## src/rtl/pipe_ctrl.sv

```systemverilog
// Pipeline sequencing controller: combinational per-stage hold vector, registered
// flush pulse with redirect PC, stall watchdog and stall-cycle performance counter.
module pipe_ctrl #(
    parameter int FLUSH_CYCLES = 1,
    parameter int MAX_STALL    = 64,
    parameter int CNT_W        = 8
) (
    input  logic        clk,
    input  logic        rst,
    input  logic        stallreq_id,
    input  logic        stallreq_ex,
    input  logic        stallreq_mem,
    input  logic        flush_req,
    input  logic [31:0] flush_pc,
    input  logic        clear_timeout,
    output logic [5:0]  stall,
    output logic        flush,
    output logic [31:0] new_pc,
    output logic        stall_timeout,
    output logic [31:0] stall_cycles
);

    localparam int FC_W = (FLUSH_CYCLES > 1) ? $clog2(FLUSH_CYCLES) : 1;

    typedef enum logic [1:0] {
        ST_RUN   = 2'd0,
        ST_STALL = 2'd1,
        ST_FLUSH = 2'd2
    } state_e;

    state_e            state_q, state_d;
    logic [FC_W-1:0]   flush_cnt_q, flush_cnt_d;
    logic              flush_q;
    logic [31:0]       new_pc_q;
    logic [CNT_W-1:0]  stall_cnt_q;
    logic              timeout_q;
    logic [31:0]       stall_cycles_q;
    logic              any_req_s;
    logic              stall_active_s;

    assign any_req_s      = stallreq_id | stallreq_ex | stallreq_mem;
    assign stall_active_s = (stall != 6'b000000);

    // FSM state register and flush countdown
    always_ff @(posedge clk) begin
        if (rst) begin
            state_q     <= ST_RUN;
            flush_cnt_q <= '0;
        end else begin
            state_q     <= state_d;
            flush_cnt_q <= flush_cnt_d;
        end
    end

    // FSM next-state logic; a flush request restarts FLUSH from any state
    always_comb begin
        state_d     = state_q;
        flush_cnt_d = flush_cnt_q;
        if (flush_req) begin
            state_d     = ST_FLUSH;
            flush_cnt_d = FC_W'(FLUSH_CYCLES - 1);
        end else begin
            case (state_q)
                ST_RUN:   state_d = any_req_s ? ST_STALL : ST_RUN;
                ST_STALL: state_d = any_req_s ? ST_STALL : ST_RUN;
                ST_FLUSH: begin
                    if (flush_cnt_q == '0) begin
                        state_d = ST_RUN;
                    end else begin
                        flush_cnt_d = flush_cnt_q - FC_W'(1);
                    end
                end
                default:  state_d = ST_RUN;
            endcase
        end
    end

    // FSM output: zero-latency hold vector, suppressed in reset and while flushing
    always_comb begin
        stall = 6'b000000;
        if (rst) begin
            stall = 6'b000000;
        end else if (state_q == ST_FLUSH) begin
            stall = 6'b000000;
        end else if (stallreq_mem) begin
            stall = 6'b011111;
        end else if (stallreq_ex) begin
            stall = 6'b001111;
        end else if (stallreq_id) begin
            stall = 6'b000111;
        end else begin
            stall = 6'b000000;
        end
    end

    // Flush pulse mirrors the next FLUSH state; redirect PC captured with the request
    always_ff @(posedge clk) begin
        if (rst) begin
            flush_q  <= 1'b0;
            new_pc_q <= 32'd0;
        end else begin
            flush_q  <= (state_d == ST_FLUSH);
            new_pc_q <= flush_req ? flush_pc : new_pc_q;
        end
    end

    // Watchdog: saturating run-length of consecutive stalls, sticky timeout (set beats clear)
    always_ff @(posedge clk) begin
        if (rst) begin
            stall_cnt_q <= '0;
            timeout_q   <= 1'b0;
        end else begin
            if (stall_active_s) begin
                stall_cnt_q <= (stall_cnt_q == {CNT_W{1'b1}}) ? stall_cnt_q
                                                               : stall_cnt_q + CNT_W'(1);
            end else begin
                stall_cnt_q <= '0;
            end
            if (stall_active_s && (stall_cnt_q == CNT_W'(MAX_STALL - 1))) begin
                timeout_q <= 1'b1;
            end else if (clear_timeout) begin
                timeout_q <= 1'b0;
            end else begin
                timeout_q <= timeout_q;
            end
        end
    end

    // Performance counter of stalled cycles, free-running wrap
    always_ff @(posedge clk) begin
        if (rst) begin
            stall_cycles_q <= 32'd0;
        end else if (stall_active_s) begin
            stall_cycles_q <= stall_cycles_q + 32'd1;
        end else begin
            stall_cycles_q <= stall_cycles_q;
        end
    end

    assign flush         = flush_q;
    assign new_pc        = new_pc_q;
    assign stall_timeout = timeout_q;
    assign stall_cycles  = stall_cycles_q;

endmodule
```

## config.mk

```make
export PLATFORM = sky130hd
export DESIGN_NAME = pipe_ctrl
export DESIGN_NICKNAME = d
export VERILOG_FILES = /design/src/rtl/pipe_ctrl.sv
export SDC_FILE = /design/constraint.sdc
export NUM_CORES = 1
export LEC_CHECK = 0
export CAP_MARGIN = 20
export CORE_MARGIN = 4
export CORE_UTILIZATION = 41
export CTS_BUF_LIST = sky130_fd_sc_hd__clkbuf_4 sky130_fd_sc_hd__clkbuf_8 sky130_fd_sc_hd__clkbuf_16
export CTS_CLUSTER_DIAMETER = 50
export DETAILED_ROUTE_END_ITERATION = 12
export PLACE_DENSITY = 0.74
export SLEW_MARGIN = 20
export SYNTH_ARGS = -nofsm -noshare
export SYNTH_HDL_FRONTEND = slang
export SYNTH_SLANG_ARGS = --single-unit
```

## constraint.sdc

```tcl
create_clock -name clk -period 6.76 [get_ports clk]
set_clock_uncertainty 0.1 [all_clocks]
set_input_delay 1.014 -clock clk [delete_from_list [all_inputs] [get_ports clk]]
set_output_delay 1.014 -clock clk [all_outputs]
set_load 0.02 [all_outputs]
```

# Word level (Yosys, flattened, before mapping)
# Cells that the tools add are included.
[word_totals]
rom_bits = 0
latchBits = 0
ff_bits = 77
ram_bits = 0
n_memories = 0
out_inout_bits = 72
elab_cells = 37
input_bits = 39
[classes]
n_bitwise = 3
n_shift = 0
mul = 0
n_div = 0
reduce_logical = 7
n_eq_ne = 5
magnitude_cmp = 0
muxes = 12
n_addsub = 3
[op_table]
columns = ["cell", "n"]
rows = [
  ["32-bit by 1-bit adder with 32-bit output (second input constant)", 1],
  ["5-bit two-way mux", 3],
  ["8-bit by 1-bit adder with 8-bit output (second input constant)", 1],
  ["8-bit by 6-bit == test with 1-bit output (second input constant)", 1],
  ["8-bit == test (second input constant)", 1],
  ["6-bit nonzero test", 1],
  ["2-bit OR reduction", 3],
  ["2-bit == test (second input constant)", 2],
  ["1-bit two-way mux", 4],
  ["2-bit two-way mux", 2],
  ["4-bit two-way mux", 1],
  ["2-bit one-hot mux with 2 select lines", 1],
  ["3-bit two-way mux", 1],
  ["2-bit by 1-bit == test with 1-bit output (second input constant)", 1],
  ["2-bit zero test", 1],
  ["1-bit OR", 2],
  ["2-bit nonzero test", 1],
  ["1-bit logical AND", 1],
  ["1-bit NOT", 1],
  ["1-bit subtractor (second input constant)", 1],
]

# Logic depth before layout (Yosys ltp)
[logic_depth]
depth_word = 8
ltp_mapped = 7
ltp_nobuf = 6

# Least setup slack after synthesis
# OpenSTA, ideal clock, no wires.
[synth_timing]
path_kind = "input to output"
from = "input stallreq_mem"
to = "output stall[1]"
required_time_ps = 5646
arrival_ps = 2178
path_buffers = 2
path_slack_ps = 3468
path_stages = 5
path_cell_list = "nor3_1 > or3_1 > clkbuf_1 > clkinv_1 > buf_4"
[synth_via]
elab_chain_cells = 3
[synth_lines]
columns = ["element", "line_no", "source"]
rows = [
  ["from (decl)", "12", "input logic stallreq_mem,"],
  ["5-bit two-way mux", "85", "end else if (stallreq_mem) begin"],
  ["5-bit two-way mux", "83", "end else if (state_q == ST_FLUSH) begin"],
  ["5-bit two-way mux", "81", "if (rst) begin"],
  ["to (decl)", "16", "output logic [5:0] stall,"],
]
# Every way passes these cells.

# Worst setup path in the final report
# Ends and elaborated chain as after synthesis.

==> flow_metrics.tcl <==
set metrics [dict create \
    outcome "completed" \
    grt_pass1_vias 2483 \
    grt.met1_usage_pct 20.5 \
    min_period_over_period_pct 66.8 \
    initial_utilization_pct 42.6 \
    synth_compound_area_share_pct 4.60 \
    end_kind "output port" \
    synth-simple-area-share_pct 24.2 \
    fin_tns_setup_ns 0 \
    ant_nets 0 \
    numCtsBuffers 9 \
    first_pass_iters 4 \
    insertion_delay_ns 0.35 \
    synth_flop_cell "dfxtp_1" \
    synth_cell_types 34 \
    slew_headroom_pct 35.6 \
    rows 31 \
    yosys_warnings 0 \
    grt_usage_pct 16.7 \
    fp.dieH_um 95.0 \
    hold_viol_final 0 \
    syn_area_um2 3100 \
    num_vias 2690 \
    die-area_um2 9020 \
    root_buffer "clkbuf_8" \
    drc 0 \
    portBuffers 109 \
    syn-num-nets 378 \
    grt_first_pass_wirelength_um 11900 \
    clock_sinks 76 \
    stdcell_area_um2 4500 \
    power.density_nw_per_um2 235 \
    wire_per_inst_um 13.9 \
    critPathLaunchType "primary input" \
    grt-ovfl-total 0 \
    synth_xor_area_share_pct 6.49 \
    mostFrequentLayoutCell "clkdlybuf4s50_1" \
    wirelength_um 7520 \
    layout_common_cells "clkdlybuf4s50_1 (107), dfxtp_1 (76), nor2_1 (62)" \
    synth_largest_area_cell "dfxtp_1" \
    max_freq_mhz 222 \
    synth_top_area_share_pct 49.0 \
    postPlaceCellArea_um2 4220 \
    die_w_um 95.0 \
    top_usage_layer "met2" \
    peakVddDrop_uv 133 \
    cts.clk_slew.worst_paths_ns 0.07 \
    core_area_um2 7290 \
    drt-initial-drc-count 114 \
    tightest_slew_ns 0.966 \
    synthAdderAreaFrac_pct 0.806 \
    synthMuxAreaShare_pct 11.3 \
    ys_seq_area_share_pct 49.0 \
    crit_arrival_ns 3.40 \
    setup_viol 0 \
    grt_max_degree 75 \
    viasPerCell 4.97 \
    area_delta_synth_final_pct 44.9 \
    synth_seq_cells 76 \
    postCtsSetupBuffers 0 \
    synth_edf_count 0 \
    drv_cap 0 \
    gp_congestion 0.717 \
    hold_path_class "reg -> reg" \
    antenna_found_initial 0 \
    cts_resized 0 \
    clk_path_buf_depth 2 \
    finalMaxSlewViolations 0 \
    grt_use_met2_pct 27.3 \
    layout-drive-gt1-share_pct 5.20 \
    final_nets 478 \
    rsz0062_at_grt "false" \
    synth_area_leaders "dfxtp_1 (49%), mux2i_1 (11%), nor2_1 (7.5%)" \
    utilization_pct 61.7 \
    grt_use_met3_pct 3.59 \
    crit_type "in -> out" \
    dp_hpwl_um 5200 \
    ff2ff_setup_slack_ns 4.02 \
    p_leak_nw 1.69 \
    ys_async_sr_fraction_pct 0 \
    syn_avg_cell_area_um2 9.21 \
    antenna_cells 0 \
    period_needed_ns 4.51 \
    ios 111 \
    fillers 655 \
    crit_required_ns 5.65 \
    cts_tree "built" \
    synth_top_family_by_area "simple AND/OR/NAND/NOR gates" \
    syn_inst 337 \
    cts_max_level 3 \
    holdBufCountCts 0 \
    crit_fanout 14 \
]
worst max-delay path: stages:
cell	delay, ns
clkdlybuf4s50_1	0.43
nor3_1	0.39
or3_1	0.48
clkinv_1	0.43
clkdlybuf4s50_1	0.65
stage by stage:
| step | setup slack (ns) | total power, W | cells | hold slack, ns |
|---|---|---|---|---|
| after detailed placement | 2.22 | 0.000600 | 525 | 0.311 |
| after global placement | 2.31 | 0.000598 | 525 | 0.307 |
| after global routing | 2.03 | 0.00109 | 541 | 0.358 |
| after CTS | 2.22 | 0.00106 | 541 | 0.318 |
| final | 2.25 | 0.00105 | 541 | 0.315 |
| after floorplan | 3.47 | 0.000541 | 337 | 0.292 |
synth_stat cells (all sizes together), types with 8 or more instances:
master	count
nor4	9
mux2i	34
clkbuf	13
xnor2	15
o21ai	14
nor3	8
a21oi	12
nand2	12
buf	8
nand4	9
nand3	12
xor2	8
nor2	62
dfxtp	76
or3	11
cell type report:
type | count | area, um^2 | share of cell area [%]
clock buffers | 12 | 153 | 3.40
clock inverters | 4 | 120 | 2.67
inverters | 4 | 15.0 | 0.334
multi-input cells | 236 | 1470 | 32.8
flip-flops and latches | 76 | 1520 | 33.8
well taps | 99 | 124 | 2.76
repair buffers | 110 | 1090 | 24.2
metal layers:
| layer | vias up | share of wire [%] |
|---|---|---|
| li1 | 1351 | - |
| met1 | 1264 | 42 |
| met2 | 66 | 50 |
| met3 | 9 | 5.9 |
| met4 | 0 | 1.4 |
| met5 | - | 0 |
final timing paths:
check	startpoint	endpoint	cells after the start
setup / recovery	stallreq_mem	stall[1]	5
hold / removal	state_q[1]$_SDFF_PP0_	state_q[0]$_SDFF_PP0_	1
setup reg to reg	stall_cycles[0]$_SDFFE_PP0P_	stall_cycles[30]$_SDFFE_PP0P_	5
hold reg to reg	state_q[1]$_SDFF_PP0_	state_q[0]$_SDFF_PP0_	1
flip-flops by register name (all words and copies together) (netlist names):
name / count
stall_cnt_q: 8
stall_timeout: 1
stall_cycles: 32
new_pc: 32
flush: 1
state_q: 2
cells by family (layout without fill, tap and decap cells):
logic type	after synthesis	in the layout
adders and majority gates	2	2
xor gates and xnor gates	23	23
muxes	35	35
and+or+nand+nor	147	147
DFF	76	76
buffers and inverters	25	130
other	1	1
AOI/OAI and AO/OA	28	28
report_power, final:
group	switching [W]	internal, W	total (W)	leakage (nW)
registers	0.00000995	0.000463	0.000473	0.620
clock network	0.000165	0.000301	0.000466	0.138
logic	0.0000554	0.0000603	0.000116	0.932
total	0.000230	0.000824	0.00105	1.69
No activity file was read; power rests on OpenSTA's default activity.
